==> src/rtl/pad_attr_readback_if.sv <==
`default_nettype none
// ============================================================================
// Module   : pad_attr_readback_if
// Brief    : Command, pad-attribute read and response signals of the pad
//            attribute readback block, grouped for port connection.
// Revision : 1.0 - initial release
// ============================================================================
interface pad_attr_readback_if #(
    parameter int N_DIO_PADS = 4,
    parameter int ATTR_DW    = 13,
    parameter int PAD_TYPE_W = 3
);
    localparam int IDX_W = $clog2(N_DIO_PADS) + 1;

    logic                               cmd_valid_i;
    logic                               cmd_ready_o;
    logic                               cmd_sweep_i;
    logic [IDX_W-1:0]                   cmd_idx_i;
    logic [N_DIO_PADS*PAD_TYPE_W-1:0]   pad_type_i;
    logic                               attr_req_o;
    logic [IDX_W-1:0]                   attr_idx_o;
    logic                               attr_gnt_i;
    logic                               attr_rvalid_i;
    logic [ATTR_DW-1:0]                 attr_rdata_i;
    logic                               rsp_valid_o;
    logic                               rsp_ready_i;
    logic [IDX_W-1:0]                   rsp_idx_o;
    logic [PAD_TYPE_W-1:0]              rsp_type_o;
    logic [ATTR_DW-1:0]                 rsp_attr_o;
    logic                               rsp_err_o;
    logic                               done_o;

    // Readback block side
    modport slave (
        input  cmd_valid_i, cmd_sweep_i, cmd_idx_i, pad_type_i,
        input  attr_gnt_i, attr_rvalid_i, attr_rdata_i, rsp_ready_i,
        output cmd_ready_o, attr_req_o, attr_idx_o,
        output rsp_valid_o, rsp_idx_o, rsp_type_o, rsp_attr_o, rsp_err_o, done_o
    );

    // Command source / pad wrapper / response sink side
    modport master (
        output cmd_valid_i, cmd_sweep_i, cmd_idx_i, pad_type_i,
        output attr_gnt_i, attr_rvalid_i, attr_rdata_i, rsp_ready_i,
        input  cmd_ready_o, attr_req_o, attr_idx_o,
        input  rsp_valid_o, rsp_idx_o, rsp_type_o, rsp_attr_o, rsp_err_o, done_o
    );
endinterface
`default_nettype wire

==> src/rtl/pad_attr_readback.sv <==
`default_nettype none
// ============================================================================
// Module   : pad_attr_readback
// Brief    : Reads back the live attribute word of one DIO pad or of all pads
//            in sequence and returns each result tagged with index and type.
// Revision : 1.0 - initial release
// ============================================================================
module pad_attr_readback #(
    parameter int N_DIO_PADS     = 4,
    parameter int ATTR_DW        = 13,
    parameter int PAD_TYPE_W     = 3,
    parameter int TIMEOUT_CYCLES = 16
) (
    input  wire logic clk_i,
    input  wire logic rst_i,
    pad_attr_readback_if.slave bus
);
    localparam int IDX_W = $clog2(N_DIO_PADS) + 1;
    localparam int CNT_W = $clog2(TIMEOUT_CYCLES);

    localparam logic [IDX_W-1:0] c_npads    = IDX_W'(N_DIO_PADS);
    localparam logic [IDX_W-1:0] c_last_pad = IDX_W'(N_DIO_PADS - 1);
    localparam logic [CNT_W-1:0] c_cnt_last = CNT_W'(TIMEOUT_CYCLES - 1);

    typedef enum logic [1:0] {
        ST_IDLE = 2'd0,
        ST_REQ  = 2'd1,
        ST_WAIT = 2'd2,
        ST_RSP  = 2'd3
    } state_e;

    state_e                r_state, w_state;
    logic                  r_sweep, w_sweep;
    logic [IDX_W-1:0]      r_idx, w_idx;
    logic [CNT_W-1:0]      r_cnt, w_cnt;
    logic [IDX_W-1:0]      r_rsp_idx, w_rsp_idx;
    logic [PAD_TYPE_W-1:0] r_rsp_type, w_rsp_type;
    logic [ATTR_DW-1:0]    r_rsp_attr, w_rsp_attr;
    logic                  r_rsp_err, w_rsp_err;
    logic                  r_done, w_done;
    logic [PAD_TYPE_W-1:0] w_pad_type;

    // Type of the pad currently addressed; only consulted for in-range indices
    always_comb begin
        w_pad_type = '0;
        for (int k = 0; k < N_DIO_PADS; k++) begin
            if (r_idx == IDX_W'(k)) begin
                w_pad_type = bus.pad_type_i[k*PAD_TYPE_W +: PAD_TYPE_W];
            end
        end
    end

    always_ff @(posedge clk_i) begin
        if (rst_i) begin
            r_state    <= ST_IDLE;
            r_sweep    <= 1'b0;
            r_idx      <= '0;
            r_cnt      <= '0;
            r_rsp_idx  <= '0;
            r_rsp_type <= '0;
            r_rsp_attr <= '0;
            r_rsp_err  <= 1'b0;
            r_done     <= 1'b0;
        end else begin
            r_state    <= w_state;
            r_sweep    <= w_sweep;
            r_idx      <= w_idx;
            r_cnt      <= w_cnt;
            r_rsp_idx  <= w_rsp_idx;
            r_rsp_type <= w_rsp_type;
            r_rsp_attr <= w_rsp_attr;
            r_rsp_err  <= w_rsp_err;
            r_done     <= w_done;
        end
    end

    always_comb begin
        w_state    = r_state;
        w_sweep    = r_sweep;
        w_idx      = r_idx;
        w_cnt      = r_cnt;
        w_rsp_idx  = r_rsp_idx;
        w_rsp_type = r_rsp_type;
        w_rsp_attr = r_rsp_attr;
        w_rsp_err  = r_rsp_err;
        w_done     = 1'b0;

        case (r_state)
            ST_IDLE: begin
                if (bus.cmd_valid_i) begin
                    w_sweep = bus.cmd_sweep_i;
                    if (bus.cmd_sweep_i) begin
                        w_idx   = '0;
                        w_state = ST_REQ;
                    end else if (bus.cmd_idx_i >= c_npads) begin
                        // Bad index is answered locally without touching the pads
                        w_idx      = bus.cmd_idx_i;
                        w_rsp_idx  = bus.cmd_idx_i;
                        w_rsp_type = '0;
                        w_rsp_attr = '0;
                        w_rsp_err  = 1'b1;
                        w_state    = ST_RSP;
                    end else begin
                        w_idx   = bus.cmd_idx_i;
                        w_state = ST_REQ;
                    end
                end
            end

            ST_REQ: begin
                if (bus.attr_gnt_i) begin
                    w_cnt = '0;
                    if (bus.attr_rvalid_i) begin
                        w_rsp_idx  = r_idx;
                        w_rsp_type = w_pad_type;
                        w_rsp_attr = bus.attr_rdata_i;
                        w_rsp_err  = 1'b0;
                        w_state    = ST_RSP;
                    end else begin
                        w_state = ST_WAIT;
                    end
                end
            end

            ST_WAIT: begin
                w_rsp_idx  = r_idx;
                w_rsp_type = w_pad_type;
                // Data arriving on the final wait cycle takes priority over the timeout
                if (bus.attr_rvalid_i) begin
                    w_rsp_attr = bus.attr_rdata_i;
                    w_rsp_err  = 1'b0;
                    w_state    = ST_RSP;
                end else if (r_cnt == c_cnt_last) begin
                    w_rsp_attr = '0;
                    w_rsp_err  = 1'b1;
                    w_state    = ST_RSP;
                end else begin
                    w_cnt = r_cnt + CNT_W'(1);
                end
            end

            ST_RSP: begin
                if (bus.rsp_ready_i) begin
                    if (r_sweep && (r_idx != c_last_pad)) begin
                        w_idx   = r_idx + IDX_W'(1);
                        w_state = ST_REQ;
                    end else begin
                        w_done  = 1'b1;
                        w_state = ST_IDLE;
                    end
                end
            end

            default: w_state = ST_IDLE;
        endcase
    end

    assign bus.cmd_ready_o = (r_state == ST_IDLE);
    assign bus.attr_req_o  = (r_state == ST_REQ);
    assign bus.attr_idx_o  = r_idx;
    assign bus.rsp_valid_o = (r_state == ST_RSP);
    assign bus.rsp_idx_o   = r_rsp_idx;
    assign bus.rsp_type_o  = r_rsp_type;
    assign bus.rsp_attr_o  = r_rsp_attr;
    assign bus.rsp_err_o   = r_rsp_err;
    assign bus.done_o      = r_done;

endmodule
`default_nettype wire

==> src/flat_wrapper.sv <==
// flat-port wrapper written by rule: the top's interface ports become plain ports
module pad_attr_readback_flat 
#(
    parameter int N_DIO_PADS     = 4,
    parameter int ATTR_DW        = 13,
    parameter int PAD_TYPE_W     = 3,
    parameter int TIMEOUT_CYCLES = 16
)
  (clk_i, rst_i, bus_cmd_valid_i, bus_cmd_sweep_i, bus_cmd_idx_i, bus_pad_type_i, bus_attr_gnt_i, bus_attr_rvalid_i, bus_attr_rdata_i, bus_rsp_ready_i, bus_cmd_ready_o, bus_attr_req_o, bus_attr_idx_o, bus_rsp_valid_o, bus_rsp_idx_o, bus_rsp_type_o, bus_rsp_attr_o, bus_rsp_err_o, bus_done_o);
  pad_attr_readback_if #(.N_DIO_PADS(N_DIO_PADS), .ATTR_DW(ATTR_DW), .PAD_TYPE_W(PAD_TYPE_W)) bus_i ();
  input  wire logic clk_i;
  input  wire logic rst_i;
  input wire logic [$bits(bus_i.cmd_valid_i)-1:0] bus_cmd_valid_i;
  input wire logic [$bits(bus_i.cmd_sweep_i)-1:0] bus_cmd_sweep_i;
  input wire logic [$bits(bus_i.cmd_idx_i)-1:0] bus_cmd_idx_i;
  input wire logic [$bits(bus_i.pad_type_i)-1:0] bus_pad_type_i;
  input wire logic [$bits(bus_i.attr_gnt_i)-1:0] bus_attr_gnt_i;
  input wire logic [$bits(bus_i.attr_rvalid_i)-1:0] bus_attr_rvalid_i;
  input wire logic [$bits(bus_i.attr_rdata_i)-1:0] bus_attr_rdata_i;
  input wire logic [$bits(bus_i.rsp_ready_i)-1:0] bus_rsp_ready_i;
  output wire logic [$bits(bus_i.cmd_ready_o)-1:0] bus_cmd_ready_o;
  output wire logic [$bits(bus_i.attr_req_o)-1:0] bus_attr_req_o;
  output wire logic [$bits(bus_i.attr_idx_o)-1:0] bus_attr_idx_o;
  output wire logic [$bits(bus_i.rsp_valid_o)-1:0] bus_rsp_valid_o;
  output wire logic [$bits(bus_i.rsp_idx_o)-1:0] bus_rsp_idx_o;
  output wire logic [$bits(bus_i.rsp_type_o)-1:0] bus_rsp_type_o;
  output wire logic [$bits(bus_i.rsp_attr_o)-1:0] bus_rsp_attr_o;
  output wire logic [$bits(bus_i.rsp_err_o)-1:0] bus_rsp_err_o;
  output wire logic [$bits(bus_i.done_o)-1:0] bus_done_o;
  assign bus_i.cmd_valid_i = bus_cmd_valid_i;
  assign bus_i.cmd_sweep_i = bus_cmd_sweep_i;
  assign bus_i.cmd_idx_i = bus_cmd_idx_i;
  assign bus_i.pad_type_i = bus_pad_type_i;
  assign bus_i.attr_gnt_i = bus_attr_gnt_i;
  assign bus_i.attr_rvalid_i = bus_attr_rvalid_i;
  assign bus_i.attr_rdata_i = bus_attr_rdata_i;
  assign bus_i.rsp_ready_i = bus_rsp_ready_i;
  assign bus_cmd_ready_o = bus_i.cmd_ready_o;
  assign bus_attr_req_o = bus_i.attr_req_o;
  assign bus_attr_idx_o = bus_i.attr_idx_o;
  assign bus_rsp_valid_o = bus_i.rsp_valid_o;
  assign bus_rsp_idx_o = bus_i.rsp_idx_o;
  assign bus_rsp_type_o = bus_i.rsp_type_o;
  assign bus_rsp_attr_o = bus_i.rsp_attr_o;
  assign bus_rsp_err_o = bus_i.rsp_err_o;
  assign bus_done_o = bus_i.done_o;
  pad_attr_readback #(.N_DIO_PADS(N_DIO_PADS), .ATTR_DW(ATTR_DW), .PAD_TYPE_W(PAD_TYPE_W), .TIMEOUT_CYCLES(TIMEOUT_CYCLES)) u_core (.clk_i(clk_i), .rst_i(rst_i), .bus(bus_i));
endmodule
==> config.mk <==
export PLATFORM = sky130hd
export DESIGN_NAME = pad_attr_readback_flat
export DESIGN_NICKNAME = d
export VERILOG_FILES = /design/src/rtl/pad_attr_readback_if.sv /design/src/rtl/pad_attr_readback.sv /design/src/flat_wrapper.sv
export SDC_FILE = /design/constraint.sdc
export NUM_CORES = 1
export LEC_CHECK = 0
export CAP_MARGIN = 30
export CELL_PAD_IN_SITES_DETAIL_PLACEMENT = 1
export CELL_PAD_IN_SITES_GLOBAL_PLACEMENT = 1
export CORE_ASPECT_RATIO = 1.25
export CORE_MARGIN = 4
export CORE_UTILIZATION = 32
export DETAILED_ROUTE_END_ITERATION = 6
export GPL_ROUTABILITY_DRIVEN = 0
export PLACE_DENSITY = 0.83
export SLEW_MARGIN = 20
export SYNTH_ARGS = -nofsm -noshare
export SYNTH_HDL_FRONTEND = slang
export SYNTH_SLANG_ARGS = --single-unit
==> constraint.sdc <==
create_clock -name clk_i -period 2.3 [get_ports clk_i]
set_input_delay 0.345 -clock clk_i [delete_from_list [all_inputs] [get_ports clk_i]]
set_output_delay 0.345 -clock clk_i [all_outputs]
set_load 0.02 [all_outputs]
==> flow_summary.rst <==
.. list-table::
   :header-rows: 1

   * - Metric
     - Value
   * - DRC errors left
     - 0
   * - Launching element type of the critical path
     - flip-flop
   * - Hold Path Stages
     - 2
   * - Chip Height
     - 89.0 um
   * - Logic pwr share
     - 0.551
   * - Gr ovfl total
     - 0
   * - Post-CTS clock slew at the launch and capture registers of the worst setup and hold paths
     - roughly 60 ps
   * - Effective utilization at floorplan
     - 0.331
   * - Setup TNS
     - 0 ps
   * - Number of buffers on the longest clock path
     - 2
   * - Crit path max fanout
     - 10
   * - Clk pwr share
     - 0.165
   * - Root Buffer Master
     - sky130_fd_sc_hd__clkbuf_8
   * - Endpoint with the worst hold slack
     - u_core.r_sweep
   * - Clock tree from TritonCTS
     - done
   * - Reg-to-reg critical path startpoint
     - u_core.r_state[0]
   * - Number of buffers inserted for hold repair after clock tree synthesis
     - 0
   * - Fmax
     - 473 MHz
   * - Clock insertion delay at the later pin of the skew report
     - 280 ps
   * - Die width
     - ~73 um
   * - Wire length of the first global-routing pass
     - between 8 and 9 mm
   * - Leak Pwr
     - roughly 0.9 nW
   * - Number of core rows
     - 29
   * - Areal power density over the cells
     - 1060 nW/um2
   * - Max H-tree Level
     - 2
   * - Post-synth top flop
     - sky130_fd_sc_hd__dfxtp_1
   * - Final period util
     - 0.918
   * - Maximum vdd drop
     - 0.448 mV
   * - Top-area cell type share of the netlist area
     - 0.370
   * - Number of cells produced by synthesis
     - 189
   * - Number of global-route vias before repair
     - 1707
   * - Aggregate routed wire length
     - 4.71 mm
   * - Type of the worst min-delay path
     - flip-flop to flip-flop
   * - HP Start
     - u_core.r_sweep
   * - Slack of the worst reg-to-reg path
     - 210 ps
   * - ANT cells
     - 0
   * - Post-synthesis instance area
     - about 1700 um2
   * - Final setup violation count
     - 0
   * - Max-Cap Viols
     - 0
   * - Synth async-reset ratio
     - 0
   * - Portion of total power attributed to sequential cells
     - 0.284
   * - Number of synthesized register bits
     - 31
   * - P_sw
     - between 1 and 1.5 mW
   * - Worst R2R Path Depth
     - 7
   * - IO buf count
     - 61
   * - Antenna violations before repair
     - 0
   * - Layout overhead on the synthesized area
     - 45.8%
   * - Count of final max-slew check failures
     - 0
   * - Worst setup EP type
     - output pin
   * - EDFF count, synth
     - 0
   * - Overall fraction of global-route tracks in use
     - 0.156
   * - Net count reported at finish
     - between 200 and 300
   * - Fraction of layout cells with a size suffix above 1
     - 0.0787
   * - Avg Cell Area, Syn
     - 8.88 um2
   * - Arr. time, crit path
     - between 1500 and 2000 ps
   * - Total power
     - between 2 and 3 mW
   * - Filler Cells Inserted
     - between 600 and 700
   * - HPWL Detailed
     - 3.68 mm
   * - Clock buffer count from CTS
     - 5
   * - Setup clock skew after layout
     - a little under 9 ps
   * - Final hold viol count
     - 0
   * - Distinct cells, synth
     - 39
   * - Post-CTS setup repair buffer count
     - 0
   * - Most repeated cell in the gate-level netlist after synthesis
     - sky130_fd_sc_hd__dfxtp_1
   * - Cell type contributing the most total cell area after synthesis
     - sky130_fd_sc_hd__dfxtp_1
   * - Initial DRC count
     - between 100 and 150
   * - Placeable core region
     - 5080 um2
   * - Net Sw Frac
     - 0.417
   * - First-pass DRT Iterations
     - 2
   * - Startpoint-to-endpoint class of the critical path
     - flip-flop to output pin
   * - Design internal power
     - about 1.5 mW
   * - Overall die area
     - around 6500 um2
   * - Number of gates resized after CTS
     - 0
   * - Worst-Margin Slew
     - 462 ps
   * - Number of I/O pins
     - 62
   * - DR vias
     - around 1700
   * - Slew HR
     - 0.691
   * - Status
     - finished clean
   * - Post-detailed-route count of antenna-violating nets
     - 0
   * - CP required
     - slightly below 2000 ps
   * - Share of synthesized area occupied by flip-flops and latches
     - 0.370
   * - Placed Cells
     - between 300 and 400
   * - Final standard cell count with taps included and fillers excluded
     - 316
   * - Synth area leaders
     - sky130_fd_sc_hd__dfxtp_1 (37%), sky130_fd_sc_hd__ha_1 (7.5%), sky130_fd_sc_hd__nand2b_1 (7.1%)
   * - Reg2Reg Capture Point
     - u_core.bus.rsp_err_o
   * - Pin count of the biggest net entering global routing
     - 18
   * - Average routed wire per standard cell
     - 14.9 um
   * - Minimum clock period after layout
     - approximately 2100 ps
   * - RSZ-0062 raised after global routing
     - no
   * - Routed via count divided by cell count
     - between 5 and 6
   * - Top cell types by occurrence after synthesis
     - sky130_fd_sc_hd__dfxtp_1 (31), sky130_fd_sc_hd__nand2b_1 (19), sky130_fd_sc_hd__o21ai_0 (15)
   * - Number of warnings reported in the yosys synthesis log
     - 0
   * - Number of sinks handled by clock tree synthesis
     - 31
   * - Net count after synthesis
     - between 200 and 250
==> how the worst max path moves through the flow <==
stage	slack, ps	start	to
3_3_place_gp	190	bus_cmd_sweep_i	u_core.bus.rsp_err_o
2_1_floorplan	460	u_core.r_state[0]	u_core.bus.rsp_attr_o[10]
3_5_place_dp	160	bus_cmd_sweep_i	u_core.bus.rsp_err_o
5_1_grt	20	u_core.r_state[0]	u_core.bus.rsp_err_o
4_1_cts	190	u_core.r_state[1]	bus_rsp_valid_o
6_report	190	u_core.r_state[1]	bus_rsp_valid_o
==> state kept, by name, indices dropped and copies added (netlist names) <==
register / count
u_core.bus.rsp_attr_o: 13
u_core.bus.rsp_err_o: 1
u_core.r_state: 2
u_core.bus.done_o: 1
u_core.r_cnt: 4
u_core.r_sweep: 1
u_core.bus.rsp_idx_o: 3
u_core.bus.attr_idx_o: 3
u_core.bus.rsp_type_o: 3
==> layout make-up <==
class,count,area (um2),area share
sequential,31,621,0.254
clock buffer,6,82.6,0.0337
clock inverter,1,5.00,0.00204
multi-input combinational,140,968,0.396
inverter,8,30.0,0.0123
tap,62,77.6,0.0317
timing repair buffer,68,663,0.271
==> power by group through the flow <==
stage	Sequential [mW]	Combinational (mW)	Clock (mW)
2_1_floorplan	0.824	0.897	0
3_3_place_gp	0.748	1.41	0
3_5_place_dp	0.750	1.45	0
4_1_cts	0.740	1.45	0.442
5_1_grt	0.757	1.59	0.467
6_report	0.738	1.43	0.430
==> layer usage <==
layer	routed length, um	GRT usage	vias to the layer above
li1	-	-	822
met1	2010	0.195	790
met2	2430	0.265	34
met3	218	0.0394	5
met4	54	0.0453	0
met5	0	0	-
==> layout by cell type, fill, tap and decap left out, types with 5 or more instances in the layout <==
cell type                         count
sky130_fd_sc_hd__clkdlybuf4s50_1     61
sky130_fd_sc_hd__dfxtp_1             31
sky130_fd_sc_hd__nand2b_1            19
sky130_fd_sc_hd__o21ai_0             15
sky130_fd_sc_hd__nand4_1             14
sky130_fd_sc_hd__a21oi_1             10
sky130_fd_sc_hd__nor2_1              10
sky130_fd_sc_hd__ha_1                10
sky130_fd_sc_hd__inv_1                8
sky130_fd_sc_hd__nand2_1              7
sky130_fd_sc_hd__buf_4                7
sky130_fd_sc_hd__nand3_1              6
sky130_fd_sc_hd__clkbuf_8             6
sky130_fd_sc_hd__nor2b_1              5
==> logic make-up (layout without fill, tap and decap cells) <==
| group | Yosys count | after routing | share of synthesized area |
|---|---|---|---|
| and+or+nand+nor | 76 | 76 | 0.259 |
| AOI/OAI and AO/OA | 51 | 51 | 0.225 |
| DFF | 31 | 31 | 0.370 |
| buffers and inverters | 18 | 83 | 0.0536 |
| adders and majority gates | 10 | 10 | 0.0745 |
| muxes | 3 | 3 | 0.0179 |
==> per-stage QoR <==
stage                util  area (um2)  hold slack (ps)  setup slack [ps]
floorplan               -        1680              445               457
global placement    0.465        2360              445               187
detailed placement  0.465        2360              454               157
CTS                 0.482        2450              472               186
global route        0.482        2450              495              18.3
finish              0.482        2450              467               188
==> critical path, stage by stage, from the launching register on <==
cell and delay (ps):
sky130_fd_sc_hd__dfxtp_1 390, sky130_fd_sc_hd__ha_1 410, sky130_fd_sc_hd__clkdlybuf4s50_1 680
Note: power is estimated with default switching activity, not from simulation.
